--- src/rtl/disp_sched.sv ---
// disp_sched: scan-rate enable and digit source selection for the four-digit
// seven-segment scan driver. The live counter is shown with leading-zero
// blanking, refreshed once per scan frame. A one-shot message, accepted over
// a req/ack handshake, pre-empts the count for MSG_HOLD scan ticks and is then
// followed by GAP_TICKS ticks of blank.
// Optional feature: define DISP_BLINK_EN to blink the message (32 ticks on,
// 32 ticks off) while it is being shown.
module disp_sched #(
   parameter int SCAN_DIV  = 1000,
   parameter int MSG_HOLD  = 256,
   parameter int GAP_TICKS = 16
) (
   input  logic        clk,
   input  logic        rst,
   input  logic [15:0] cnt_val,
   input  logic        msg_req,
   input  logic [15:0] msg_data,
   output logic        msg_ack,
   output logic        scan_tick,
   output logic [3:0]  d4,
   output logic [3:0]  d3,
   output logic [3:0]  d2,
   output logic [3:0]  d1
);

   localparam int PW   = $clog2(SCAN_DIV);
   localparam int HMAX = (MSG_HOLD > GAP_TICKS) ? MSG_HOLD : GAP_TICKS;
   localparam int HW   = $clog2(HMAX + 1);

   localparam logic [PW-1:0] PRESC_LAST = PW'(SCAN_DIV - 1);
   localparam logic [PW-1:0] PRESC_PRE  = PW'(SCAN_DIV - 2);
   localparam logic [HW-1:0] HOLD_LAST  = HW'(MSG_HOLD - 1);
   localparam logic [HW-1:0] GAP_LAST   = HW'(GAP_TICKS - 1);
   localparam logic [15:0]   ALL_BLANK  = 16'hFFFF;

   typedef enum logic [1:0] {CNT, MSG_SHOW, MSG_GAP} state_t;

   state_t        state;
   logic [PW-1:0] presc;
   logic [1:0]    frame;
   logic [HW-1:0] hold;
   logic [15:0]   digits;
   logic          frameEnd;

`ifdef DISP_BLINK_EN
   logic [5:0]    blinkCnt;
   logic [5:0]    blinkNext;
   logic [15:0]   msgReg;

   assign blinkNext = blinkCnt + 6'd1;
`endif

   assign {d4, d3, d2, d1} = digits;

   // scan_tick is registered one cycle early so it is high exactly while
   // the prescaler sits at its terminal count; it then doubles as the tick.
   assign frameEnd = scan_tick && (frame == 2'd3);

   // Leading-zero blanking: a digit blanks only if it and every higher digit
   // are zero. d1 always shows; non-BCD nibbles pass through untouched.
   function automatic logic [15:0] blankLz(input logic [15:0] v);
      logic [15:0] r;
      r = v;
      if (v[15:12] == 4'd0) r[15:12] = 4'hF;
      if (v[15:8]  == 8'd0) r[11:8]  = 4'hF;
      if (v[15:4]  == 12'd0) r[7:4]  = 4'hF;
      return r;
   endfunction

   // Free-running prescaler and scan tick, independent of the FSM.
   always_ff @(posedge clk or posedge rst) begin
      if (rst) begin
         presc     <= '0;
         scan_tick <= 1'b0;
      end else begin
         scan_tick <= (presc == PRESC_PRE);
         presc     <= (presc == PRESC_LAST) ? '0 : presc + 1'b1;
      end
   end

   // Frame counter: four ticks per frame, wraps freely.
   always_ff @(posedge clk or posedge rst) begin
      if (rst) frame <= 2'd0;
      else if (scan_tick) frame <= frame + 2'd1;
   end

   // Display FSM: count refresh, message accept, hold and blank gap.
   always_ff @(posedge clk or posedge rst) begin
      if (rst) begin
         state    <= CNT;
         hold     <= '0;
         digits   <= ALL_BLANK;
         msg_ack  <= 1'b0;
`ifdef DISP_BLINK_EN
         blinkCnt <= 6'd0;
         msgReg   <= ALL_BLANK;
`endif
      end else begin
         msg_ack <= 1'b0;
         case (state)
            CNT: begin
               // a request beats a coincident frame boundary
               if (msg_req) begin
                  digits   <= msg_data;
                  msg_ack  <= 1'b1;
                  hold     <= '0;
                  state    <= MSG_SHOW;
`ifdef DISP_BLINK_EN
                  blinkCnt <= 6'd0;
                  msgReg   <= msg_data;
`endif
               end else if (frameEnd) begin
                  digits <= blankLz(cnt_val);
               end
            end
            MSG_SHOW: begin
               if (scan_tick) begin
                  if (hold == HOLD_LAST) begin
                     digits <= ALL_BLANK;
                     hold   <= '0;
                     state  <= MSG_GAP;
                  end else begin
                     hold <= hold + 1'b1;
`ifdef DISP_BLINK_EN
                     blinkCnt <= blinkNext;
                     digits   <= blinkNext[5] ? ALL_BLANK : msgReg;
`endif
                  end
               end
            end
            MSG_GAP: begin
               if (scan_tick) begin
                  if (hold == GAP_LAST) begin
                     // reload immediately rather than waiting for a frame
                     digits <= blankLz(cnt_val);
                     hold   <= '0;
                     state  <= CNT;
                  end else begin
                     hold <= hold + 1'b1;
                  end
               end
            end
            default: begin
               digits <= ALL_BLANK;
               hold   <= '0;
               state  <= CNT;
            end
         endcase
      end
   end

endmodule

--- config.mk ---
export PLATFORM = sky130hd
export DESIGN_NAME = disp_sched
export DESIGN_NICKNAME = d
export VERILOG_FILES = /design/src/rtl/disp_sched.sv
export SDC_FILE = /design/constraint.sdc
export NUM_CORES = 1
export LEC_CHECK = 0
export ABC_CLOCK_PERIOD_IN_PS = 1890
export BUFFER_PORTS_ARGS = -buffer_cell sky130_fd_sc_hd__buf_4
export CORE_MARGIN = 2
export CORE_UTILIZATION = 38
export CTS_CLUSTER_DIAMETER = 100
export DETAILED_ROUTE_END_ITERATION = 8
export GPL_TIMING_DRIVEN = 0
export HOLD_SLACK_MARGIN = 0.06
export PLACE_DENSITY = 0.71
export SLEW_MARGIN = 30
export SYNTH_ARGS = -nofsm -noshare
export SYNTH_HDL_FRONTEND = slang
export SYNTH_SLANG_ARGS = --single-unit
--- constraint.sdc ---
create_clock -name clk -period 1.89 [get_ports clk]
set_input_delay 0.567 -clock clk [delete_from_list [all_inputs] [get_ports clk]]
set_output_delay 0.567 -clock clk [all_outputs]
set_load 0.03 [all_outputs]
==> results of run 1 <==
==> layout make-up <==
| type | instances | share of cell area |
|---|---|---|
| tap | 75 | 0.0306 |
| clock buffer | 7 | 0.0282 |
| clock inverter | 1 | 0.00981 |
| timing repair buffer | 60 | 0.157 |
| sequential | 41 | 0.342 |
| inverter | 8 | 0.00981 |
| buffer | 9 | 0.0274 |
| multi-input combinational | 148 | 0.396 |
==> stage by stage <==
step / total power, mW / util
3_5_place_dp: 3.72 / 0.483
3_3_place_gp: 3.69 / 0.480
4_1_cts: 4.66 / 0.516
5_1_grt: 4.96 / 0.520
2_1_floorplan: 3.14 / -
6_report: 4.66 / 0.520
==> power by group through the flow <==
stage | logic, mW | registers, mW | clock network [mW]
after floorplan | 1.45 | 1.69 | 0
after global placement | 2.34 | 1.35 | 0
after detailed placement | 2.37 | 1.36 | 0
after CTS | 2.56 | 1.34 | 0.757
after global routing | 2.79 | 1.37 | 0.802
final | 2.58 | 1.34 | 0.738
==> cell usage in the layout (no fill, tap or decap), drive strengths merged <==
cell type  instances
a31oi              1
dfstp             16
clkbuf            12
a22oi              5
buf               64
nor3               3
and3               4
nand2b             3
o21bai             1
nor2               8
inv                8
o21ai              8
or3                1
a221oi             4
mux2              23
a41oi              1
o41ai              4
a221o              4
nand3              5
nor4b              2
nand4              5
and4               2
nand2             18
o211ai             1
a211o              1
nor2b              2
nor4               3
o22ai              1
xnor2              3
xor2              11
ha                 9
bufinv             1
a21oi             11
and2               3
dfrtp             25
nand4b             1
==> kinds of logic after synthesis <==
| family | share of synthesized area |
|---|---|
| AOI/OAI and AO/OA | 0.126 |
| xor gates and xnor gates | 0.0532 |
| adders and majority gates | 0.0489 |
| buffers and inverters | 0.0467 |
| DFF | 0.454 |
| muxes | 0.129 |
| and+or+nand+nor | 0.142 |
==> registers in the layout, indices dropped and copies added (netlist names) <==
signal	count
msg_ack	1
hold	9
digits	16
scan_tick	1
presc	10
frame	2
state	2
==> cell usage after synthesis, types with 3 or more instances <==
master | instances | area [µm²]
nand4_1 | 5 | 31.3
dfrtp_1 | 25 | 626
xor2_1 | 11 | 96.3
xnor2_1 | 3 | 26.3
a221o_1 | 4 | 40.0
nand3_1 | 5 | 25.0
and2_1 | 3 | 18.8
mux2_2 | 11 | 124
clkbuf_1 | 5 | 18.8
a22oi_1 | 5 | 37.5
dfstp_2 | 16 | 420
o21ai_0 | 7 | 35.0
nand2_1 | 17 | 63.8
nor2_1 | 8 | 30.0
ha_1 | 9 | 113
a21oi_1 | 11 | 55.1
and3_1 | 4 | 25.0
inv_1 | 8 | 30.0
o41ai_1 | 4 | 35.0
nor3_1 | 3 | 15.0
mux2_4 | 10 | 150
a221oi_1 | 4 | 35.0
nand2b_1 | 3 | 18.8
==> per-layer routing <==
metal,GRT usage,vias up
li1,-,889
met4,0.0700,0
met2,0.245,66
met5,0,-
met1,0.201,882
met3,0.0473,5
==> critical path: cells and delay by family, from the launching register on <==
family,cells,cell delay (ns)
DFF,1,0.39
buffers and inverters,3,0.37
adders and majority gates,2,0.33
and+or+nand+nor,3,0.30
muxes,1,0.29
AOI/OAI and AO/OA,1,0.23
==> final timing paths <==
check	startpoint	to	slack, ns	cells past startpoint
max	hold[0]	digits[15]	-0.11	10
min	rst	hold[6]	0.21	2
max reg2reg	hold[0]	digits[15]	-0.11	10
min reg2reg	frame[0]	frame[0]	0.48	1
max in group asynchronous	rst	digits[13]	1.17	3
min in group clk	frame[0]	frame[0]	0.48	1
==> timing repair <==
item,4_1_cts,5_1_grt
setup endpoints to repair,26,27
pin swaps,1,3
setup buffers,5,3
resized for setup,7,7
==> flow_metrics.py, run 1 <==
metrics = {
    "synthesis": {
        "ys_seq_elements": 41,
        "postSynthNetCount": 252,
        "syn_area_um2": 2300,
        "synth_async_sr_flop_share": 1.00,
        "synth-main-ff-cell": "dfrtp_1",
        "number_of_synthesized_flops_with_an_enable_pin": 0,
        "postSynthCellCount": 208,
        "count_of_yosys_warnings_during_synthesis": 0,
        "yosysSeqAreaShare": 0.454,
        "synth.avg_cell_area_um2": 11.1,
        "synthDistinctLibCells": 44,
    },
    "clocking": {
        "numCtsBuffers": 5,
        "cts_tree": "done",
        "cts.root.buffer_cell": "clkbuf_8",
        "clock_sink_count": 41,
        "clock_insertion_delay_worst_skew_ns": 0.30,
        "cts_buffer_depth": 2,
        "worst_setup_hold_path_clk_slew_ns": 0.08,
        "postCtsHoldBufs": 0,
        "h-tree-depth": 2,
    },
    "routing": {
        "vias": 1842,
        "drt_first_pass_iters": 4,
        "postRouteWirelength_mm": 5.07,
        "drt-vias-per-instance": 5.28,
        "routed-wl-met3_um": 430,
        "wl_per_cell_um": 14.5,
        "detail-route-antenna-nets": 0,
        "drc_errors": 0,
        "met1_wirelength_mm": 2.19,
        "top_layer_used": "met4",
        "routed-wl-met2_mm": 2.37,
        "drt_iter0_markers": 53,
    },
    "timing": {
        "slew_viol_final": 0,
        "max_slew.worst_pin.slew_ns": 0.665,
        "final.period_utilization": 1.06,
        "clock_period_minus_final_worst_setup_slack_ns": 2.00,
        "timing.final.ws_setup_ns": -0.109,
        "final.setup.tns_ns": -1.65,
        "worst_hold_slack_ns": 0.210,
        "final-hold-violation-count": 0,
        "finalSetupViolations": 25,
        "max_freq_mhz": 500,
        "clock-skew-final_ns": 0.0106,
        "grt_setup_unrepaired": "true",
        "relSlewSlack": 0.554,
    },
    "setup_path": {
        "critical_path_arrival_ns": 2.22,
        "path_max_fanout": 10,
        "timing.critical_path.required_ns": 2.11,
        "maximum_single_stage_delay_on_the_critical_path_ns": 0.39,
        "timing_worst_setup_path_type": "register to register",
        "critical-path-slowest-cell": "dfrtp_1",
        "setup.worst_path.end_class": "register",
        "timing.critical_path.cells": "ha_2, and2_4, nand3_2, inv_2, ha_4, nor2b_4, a211o_1, buf_6, buf_12, mux2_4",
        "startpoint_kind_of_the_worst_setup_timing_path": "register",
    },
    "floorplan": {
        "initial_utilization": 0.392,
        "die_width_um": 81.9,
        "coreArea_um2": 5890,
        "die-area_um2": 6700,
        "row_count": 28,
        "pin_count": 53,
        "floorplan.die.height_um": 81.9,
    },
    "power_and_ir_drop": {
        "p_leak_nw": 1.42,
        "p_int_mw": 2.94,
        "netSwitchingFraction": 0.369,
        "power_frac_clock": 0.158,
        "maximum_vdd_ir_drop_v": 0.000768,
        "power_density_nw_per_um2": 1520,
        "share_comb_of_total_power": 0.554,
        "power_switching_mw": 1.72,
        "pwr-share-seq": 0.288,
    },
    "global_route": {
        "grt_overflow_total": 0,
        "grt_first_pass_wirelength_mm": 8.07,
        "grt_max_degree": 31,
        "antenna_found_initial": 0,
        "first_global_vias": 1795,
        "grt_util_all_layers": 0.157,
    },
    "place": {
        "dp.final_hpwl_mm": 3.56,
        "dpl.cell_count": 335,
        "numPortBuffers": 51,
        "globalplace.congestion": 0.753,
        "placement_stage_worst_setup_slack_ns": -0.243,
        "postPlaceCellArea_um2": 2850,
    },
    "layout": {
        "multi_input_area_um2": 1210,
        "area_grow_syn2layout_pct": 32.8,
        "drive_above_1_share": 0.471,
        "final_cell_count_no_fill": 349,
        "nNetsFinal": 317,
        "stdcell_area_um2": 3060,
        "footprint_of_the_flip_flops_and_latches_um2": 1050,
        "fill_cells": 539,
        "antenna_cells": 0,
    },
    "run_status": {
        "violations": "negative setup slack",
        "outcome": "complete, but fails checks",
    },
    "run": {
        "drv_cap": 0,
    },
    "min_path": {
        "min-delay-path-class": "primary input to async pin",
    },
}
Note: power is estimated with default switching activity, not from simulation.
==> run 2, diff against run 1 <==
PLACE_DENSITY = 0.61   (was 0.71)
==> run 2 against run 1 <==
Effect of this change:
- die area is the same
- combinational power grew 6%
- non-clock buffer count grew 1
- the run still ends with negative setup slack left
- global-route usage grew 0.47 points
- critical endpoint unchanged
- total power grew 1.2%
- clock skew shrank 0.0025 ns
- largest power group unchanged
==> flow_metrics.py, run 2 (synthesis gave the netlist of run 1 again) <==
metrics = {
    "layout": {
        "mostFrequentLayoutCell": "buf_4",
        "largestRegisters": "digits x16, presc x10, hold x9",
        "stdcell_area_um2": 3140,
        "drive_above_1_share": 0.505,
        "multi_input_area_um2": 1300,
        "fill_cells": 524,
        "nNetsFinal": 318,
        "footprint_of_the_flip_flops_and_latches_um2": 1050,
        "antenna_cells": 0,
        "top_register": "digits",
        "largest_register_ff_count": 16,
        "area_grow_syn2layout_pct": 36.2,
        "layout.cells.most_common_list": "buf_4 (59), dfrtp_1 (25), nand2_1 (17), dfstp_2 (16), mux2_4 (14)",
        "fin_util": 0.533,
    },
    "routing": {
        "drt-vias-per-instance": 5.14,
        "postRouteWirelength_mm": 5.35,
        "vias": 1800,
        "drt_first_pass_iters": 4,
        "drc_errors": 0,
        "wl_per_cell_um": 15.3,
        "drt_iter0_markers": 84,
        "detail-route-antenna-nets": 0,
    },
    "clocking": {
        "h-tree-depth": 2,
        "numCtsBuffers": 5,
        "worst_setup_hold_path_clk_slew_ns": 0.08,
        "cts.root.buffer_cell": "clkbuf_8",
        "cts_tree": "done",
        "postCtsHoldBufs": 0,
        "clock_insertion_delay_worst_skew_ns": 0.30,
        "clock_sink_count": 41,
        "cts_buffer_depth": 2,
    },
    "floorplan": {
        "coreArea_um2": 5890,
        "initial_utilization": 0.392,
        "die-area_um2": 6700,
        "floorplan.die.height_um": 81.9,
        "die_width_um": 81.9,
        "row_count": 28,
        "pin_count": 53,
    },
    "timing": {
        "timing.final.ws_setup_ns": -0.0871,
        "slew_viol_final": 0,
        "final-hold-violation-count": 0,
        "worst_hold_slack_ns": 0.237,
        "clock-skew-final_ns": 0.00808,
        "grt_setup_unrepaired": "true",
        "final.period_utilization": 1.05,
        "relSlewSlack": 0.675,
        "finalSetupViolations": 15,
        "max_slew.worst_pin.slew_ns": 0.486,
        "clock_period_minus_final_worst_setup_slack_ns": 1.98,
        "max_freq_mhz": 506,
    },
    "setup_path": {
        "critical_path_arrival_ns": 2.20,
        "timing.critical_path.required_ns": 2.11,
        "startpoint_kind_of_the_worst_setup_timing_path": "register",
        "setup.worst_path.end_class": "register",
        "timing_worst_setup_path_type": "register to register",
        "path_max_fanout": 10,
    },
    "global_route": {
        "grt_max_degree": 28,
        "grt_first_pass_wirelength_mm": 8.25,
        "antenna_found_initial": 0,
        "first_global_vias": 1725,
        "grt_util_all_layers": 0.162,
        "grt_overflow_total": 0,
    },
    "run": {
        "drv_cap": 0,
    },
    "place": {
        "placement_stage_worst_setup_slack_ns": -0.260,
        "postPlaceCellArea_um2": 2850,
        "dp.final_hpwl_mm": 3.70,
        "globalplace.congestion": 0.749,
        "numPortBuffers": 51,
    },
    "power_and_ir_drop": {
        "power_mw": 4.72,
        "power_density_nw_per_um2": 1500,
        "maximum_vdd_ir_drop_v": 0.000640,
        "p_leak_nw": 1.46,
    },
    "run_status": {
        "outcome": "complete, but fails checks",
        "violations": "negative setup slack",
    },
    "min_path": {
        "min-delay-path-class": "primary input to async pin",
    },
}
## run 2: report_power, final
group | total (mW) | switching (mW) | internal, mW
clock | 0.643 | 0.312 | 0.330
sequential | 1.34 | 0.121 | 1.22
combinational | 2.74 | 1.38 | 1.36
## run 2: final cells by class
class | instances | area share
multi-input combinational | 148 | 0.415
tap | 75 | 0.0299
clock buffer | 7 | 0.0307
buffer | 9 | 0.0283
sequential | 41 | 0.333
inverter | 8 | 0.00957
timing repair buffer | 61 | 0.152
clock inverter | 1 | 0.00159
## run 2: layer usage
metal / share of wire / GRT usage / up-vias
met5: 0 / 0 / -
met4: 0.015 / 0.0500 / 0
met1: 0.44 / 0.206 / 856
li1: - / - / 889
met3: 0.054 / 0.0352 / 7
met2: 0.49 / 0.274 / 48
## run 2: through the flow
stage / setup TNS (ns) / std cells
5_1_grt: -2.04 / 350
3_5_place_dp: -2.21 / 335
6_report: -0.992 / 350
2_1_floorplan: 0 / 208
4_1_cts: -0.905 / 349
3_3_place_gp: -8.33 / 334
## run 2: critical path, stage by stage, from the launching register on
cell and delay [ns]:
dfrtp_1 0.39, ha_2 0.19, and2_4 0.17, nand3_2 0.09, inv_2 0.08, ha_4 0.13, nor2b_4 0.04, a211o_1 0.23
buf_6 0.14, buf_12 0.15, mux2_4 0.30
## run 2: timing repair
item	4_1_cts	5_1_grt
pin swaps	1	1
resized for setup	17	17
setup buffers	7	2
endpoints found under the setup margin	26	21
## run 2: path summary, 6_finish.rpt
check / cells after the start / slack [ns] / startpoint / end
setup / recovery: 10 / -0.09 / hold[0] / digits[15]
hold / removal: 2 / 0.24 / rst / msg_ack
setup reg to reg: 10 / -0.09 / hold[0] / digits[15]
hold reg to reg: 1 / 0.48 / frame[0] / frame[0]
max in group asynchronous: 3 / 1.11 / rst / digits[10]
min in group clk: 1 / 0.48 / frame[0] / frame[0]
